### config.mk
export PLATFORM = sky130hd
export DESIGN_NAME = rf_alu_sequencer
export DESIGN_NICKNAME = d
export VERILOG_FILES = /design/src/rtl/rf_alu_sequencer.sv
export SDC_FILE = /design/constraint.sdc
export NUM_CORES = 1
export LEC_CHECK = 0
export ABC_AREA = 1
export CAP_MARGIN = 25
export CORE_MARGIN = 1.5
export CORE_UTILIZATION = 35
export CTS_BUF_LIST = sky130_fd_sc_hd__clkbuf_16
export DETAILED_ROUTE_END_ITERATION = 12
export DONT_BUFFER_PORTS = 1
export GPL_ROUTABILITY_DRIVEN = 1
export SYNTH_ARGS = -nofsm -noshare
export SYNTH_HDL_FRONTEND = slang
export SYNTH_SLANG_ARGS = --single-unit
### constraint.sdc
create_clock -name clock -period 9.96 [get_ports clock]
set_input_delay 1.494 -clock clock [delete_from_list [all_inputs] [get_ports clock]]
set_output_delay 1.494 -clock clock [all_outputs]
set_load 0.02 [all_outputs]
### src/rtl/rf_alu_sequencer.sv
// Multi-cycle sequencer: reads two registers, drives an external ALU, writes the
// result back and returns a response, one command at a time.
module rf_alu_sequencer #(
  parameter int DATA_W = 32,
  parameter int ADDR_W = 5
) (
  input  logic              clock,
  input  logic              reset,
  input  logic              cmd_valid,
  output logic              cmd_ready,
  input  logic [3:0]        cmd_op,
  input  logic [ADDR_W-1:0] cmd_ra,
  input  logic [ADDR_W-1:0] cmd_rb,
  input  logic [ADDR_W-1:0] cmd_wa,
  output logic [ADDR_W-1:0] raA,
  output logic [ADDR_W-1:0] raB,
  input  logic [DATA_W-1:0] rdA,
  input  logic [DATA_W-1:0] rdB,
  output logic [ADDR_W-1:0] wa,
  output logic              wen,
  output logic [DATA_W-1:0] wd,
  output logic [DATA_W-1:0] alu_a,
  output logic [DATA_W-1:0] alu_b,
  output logic [3:0]        alu_op,
  input  logic [DATA_W-1:0] alu_out,
  input  logic              alu_zero,
  output logic              rsp_valid,
  input  logic              rsp_ready,
  output logic [DATA_W-1:0] rsp_result,
  output logic              rsp_zero,
  output logic              rsp_err,
  output logic [15:0]       op_count
);

  typedef enum logic [2:0] {IDLE, READ, EXEC, WRITE, RESP} state_t;

  state_t state, state_nxt;

  logic [3:0]        op_p0;
  logic [ADDR_W-1:0] ra_p0, rb_p0, wa_p0;
  logic              err_p0;
  logic              accept, rsp_done;

  function automatic logic op_ok(input logic [3:0] op);
    case (op)
      4'b0000, 4'b0001, 4'b0010, 4'b0110, 4'b0111, 4'b1100: op_ok = 1'b1;
      default:                                              op_ok = 1'b0;
    endcase
  endfunction

  assign accept   = (state == IDLE) && cmd_valid && cmd_ready;
  assign rsp_done = (state == RESP) && rsp_ready;

  always_ff @(posedge clock or posedge reset) begin
    if (reset) state <= IDLE;
    else       state <= state_nxt;
  end

  always_comb begin
    state_nxt = state;
    case (state)
      IDLE:    if (accept) state_nxt = READ;
      READ:    state_nxt = EXEC;
      EXEC:    state_nxt = WRITE;
      WRITE:   state_nxt = RESP;
      RESP:    if (rsp_ready) state_nxt = IDLE;
      default: state_nxt = IDLE;
    endcase
  end

  // cmd_ready is registered so it stays low until the first edge after reset releases
  always_ff @(posedge clock or posedge reset) begin
    if (reset) begin
      cmd_ready  <= 1'b0;
      op_p0      <= '0;
      ra_p0      <= '0;
      rb_p0      <= '0;
      wa_p0      <= '0;
      err_p0     <= 1'b0;
      alu_a      <= '0;
      alu_b      <= '0;
      alu_op     <= '0;
      rsp_result <= '0;
      rsp_zero   <= 1'b0;
      rsp_err    <= 1'b0;
      op_count   <= '0;
    end else begin
      cmd_ready <= (state_nxt == IDLE);
      // accept: latch the command
      if (accept) begin
        op_p0  <= cmd_op;
        ra_p0  <= cmd_ra;
        rb_p0  <= cmd_rb;
        wa_p0  <= cmd_wa;
        err_p0 <= !op_ok(cmd_op);
      end
      // READ: register operands for the ALU
      if (state == READ) begin
        alu_a  <= rdA;
        alu_b  <= rdB;
        alu_op <= op_p0;
      end
      // EXEC: capture the ALU result, zeroed for illegal ops
      if (state == EXEC) begin
        rsp_result <= err_p0 ? '0 : alu_out;
        rsp_zero   <= err_p0 ? 1'b0 : alu_zero;
        rsp_err    <= err_p0;
      end
      if (rsp_done) op_count <= op_count + 16'd1;
    end
  end

  assign raA       = (state == READ) ? ra_p0 : '0;
  assign raB       = (state == READ) ? rb_p0 : '0;
  assign wa        = wa_p0;
  assign wd        = rsp_result;
  // R0 is hardwired to zero, so writes to it are dropped
  assign wen       = (state == WRITE) && (wa_p0 != '0) && !err_p0;
  assign rsp_valid = (state == RESP);

endmodule
==> flow_summary.yaml <==
run_status:
  status: "finished, final reports clean"
global_route:
  antenna_found_initial: 0
  grt_pass1_vias: 3561
  grt_overflow_total: 0
  grt_use_total_pct: 14.0
  grt_pass1_wl_microns: 19100
  grt_max_degree: 83
timing:
  post-route-min-period_ns: 3.73
  finalMaxSlewViolations: 0
  finalSetupViolCount: 0
  hold_viol: 0
  worst_hold_slack_ns: 0.493
  finalClockSkew_ns: 0.00881
  timing.fmax_ghz: 0.268
  period_share_pct: 37.5
  slew_headroom_pct: 49.8
  tns_ns: 0
  setup_slack_ns: 6.23
  worst_pin_slew_ns: 0.751
  rsz0062_at_grt: "false"
die:
  die_h_microns: 133
  coreArea_sq_mm: 0.0165
  die_width_microns: 133
  start_util_pct: 35.7
  ios: 288
  design.die.area_sq_mm: 0.0176
  fp-row-count: 47
worst_setup_path:
  cp-end-kind: "primary output"
  slowest_stage: "buf_4"
  worstPathRequired_ns: 8.47
  crit_start: "state[2]"
  r2r_cells: 5
  worstReg2RegStart: "state[1]"
  arrival_ns: 2.24
  crit_type: "flop to primary output"
  crit_chain: "inv_1 -> nand3_4 -> buf_4 -> nor2_1"
  worstPathMaxFanout: 52
  startpoint_type: "flop"
  max_stage_delay_ns: 0.48
synth:
  avgSynthCellArea_sq_um: 12.0
  yosysSeqAreaShare_pct: 60.3
  synth-xor-area-share_pct: 1.49
  synth-warning-count: 0
  ys_ff_latch: 142
  yosysTopAreaCell: "dfrtp_1"
  synthAdderAreaFrac_pct: 0.212
  yosys.area.top_type_share_pct: 60.3
  synth.area.mux_share_pct: 12.6
  yosysUniqueCellTypes: 27
  yosys.area_share.simple_pct: 8.94
  synth_compound_area_share_pct: 7.24
  synth_area_sq_mm: 0.00589
  syn_nets: 611
  synth.area.top_cells: "dfrtp_1 (60%), mux2_2 (12%), a22o_1 (4.9%)"
  synthCells: 490
  synth_top_family_by_area: "multiplexers"
clock_tree:
  htree_levels: 4
  ctsHoldBuffers: 0
  path_clk_slew_ns: 0.06
  cts-root-buf: "clkbuf_16"
  clockBufferDepth: 2
  cts_buffers: 17
  clock_sinks: 142
  cts_resized: 0
  cts_setup_buffers: 0
  clkLatencyLatePin_ns: 0.42
  tritoncts: "built"
routing:
  wirelength_microns: 12000
  wl_per_cell_microns: 17.3
  drc: 0
  ant_nets: 0
  viasPerCell: 4.89
  dr.pass1.iters: 4
  drtIter0Drc: 196
  num_vias: 3398
final_layout:
  multi_input_area_sq_mm: 0.00180
  antennaDiodeCount: 0
  drive_above_1_share_pct: 22.9
  finalNetCount: 583
  seqCellArea_sq_mm: 0.00355
  n_fill_cell: 1553
  syn2layout_area_growth_pct: 8.56
worst_hold_path:
  worstHoldStart: "op_p0[1]"
  hold_path_depth: 2
  holdCritPathClass: "flop to flop"
job:
  cap_violations: 0
power_and_ir_drop:
  powerDensity_mw_per_mm2: 386
  vdd_drop_max_mv: 0.175
  leakage_nw: 2.97
placement:
  io_buffers: 0
  place.gp.congestion: 0.758
  hpwl_microns: 8670
  place_ws_ns: 6.65
[power by group]
group,switching (mW),internal (mW),total (mW)
registers,0.520,0.824,1.34
clock network,0.249,0.346,0.596
logic,0.265,0.264,0.529
total,1.03,1.43,2.47
[layer usage]
metal / vias up / share of wire, % / global-route usage, %
met4: 0 / 0.82 / 4.33
met1: 1679 / 41 / 16.4
met5: - / 0 / 0
met2: 173 / 50 / 23.1
met3: 7 / 7.8 / 6.28
li1: 1539 / - / -
[critical path, delay by kind of cell (launching register included)]
| kind | cells | cell delay (ns) |
|---|---|---|
| AND/OR/NAND/NOR | 2 | 0.77 |
| buffers and inverters | 2 | 0.61 |
| flip-flops | 1 | 0.41 |
[cell type report]
cell class              count  area share, %
flip-flops and latches    142           55.6
multi-input cells         256           28.1
clock buffers              17           6.65
well taps                 220           4.30
inverters                  41           2.48
clock inverters            15           2.13
repair buffers              4          0.782
[final timing paths]
path	end	slack, ns
min in group asynchronous	alu_b[30]	0.99
setup / recovery	raB[3]	6.23
max in group asynchronous	op_count[5]	7.93
hold reg to reg	op_p0[1]	0.49
hold / removal	op_p0[1]	0.49
setup reg to reg	rsp_result[28]	7.88
[cell usage in the layout, fill, tap and decap left out, drive strengths merged]
cell        n
clkbuf     17
clkinvlp    3
a21oi      14
xor2        7
a22o       33
clkinv      5
dfrtp     142
nand2      56
nor3        2
o21ai      12
nand3       9
ha          1
mux2       65
bufinv      1
buf         4
nand4       7
nor2       46
xnor2       3
a211oi      1
inv        47
[Yosys cell counts]
| library cell | number |
|---|---|
| a21oi_1 | 14 |
| nor2_1 | 40 |
| buf_4 | 36 |
| nor3_1 | 1 |
| o21ai_0 | 5 |
| nor2_2 | 4 |
| buf_2 | 7 |
| o21ai_1 | 7 |
| mux2_2 | 61 |
| nand4_1 | 7 |
| xor2_1 | 7 |
| a211oi_1 | 1 |
| nand3_4 | 1 |
| ha_1 | 1 |
| a22o_1 | 33 |
| nand2_1 | 55 |
| inv_1 | 41 |
| nor3_2 | 1 |
| xnor2_1 | 3 |
| nand2_2 | 1 |
| nor2_4 | 2 |
| clkbuf_1 | 1 |
| mux2_4 | 3 |
| dfrtp_1 | 142 |
| nand3_1 | 8 |
| buf_6 | 7 |
| mux2_1 | 1 |
[flip-flops by register name, indices dropped and copies added, names as in the netlist]
register	flops
alu_a	32
alu_b	32
rsp_result	32
op_count	16
ra_p0	5
rb_p0	5
wa	5
alu_op	4
op_p0	4
state	3
cmd_ready	1
err_p0	1
rsp_err	1
rsp_zero	1
[metrics by stage]
stage	power [mW]	area [sq um]	std cells	util [%]
floorplan	1.85	5890	490	-
global placement	1.86	5810	662	35.1
detailed placement	1.90	5810	662	35.1
CTS	2.51	6370	694	38.5
global route	2.62	6400	695	38.7
finish	2.47	6400	695	38.7
[logic make-up after synthesis]
group / after synthesis
flops: 142
simple gates: 120
buf+inv: 92
mux: 65
compound gates: 60
xor+xnor: 10
fa+ha+maj: 1
Note: power is estimated with default switching activity, not from simulation.
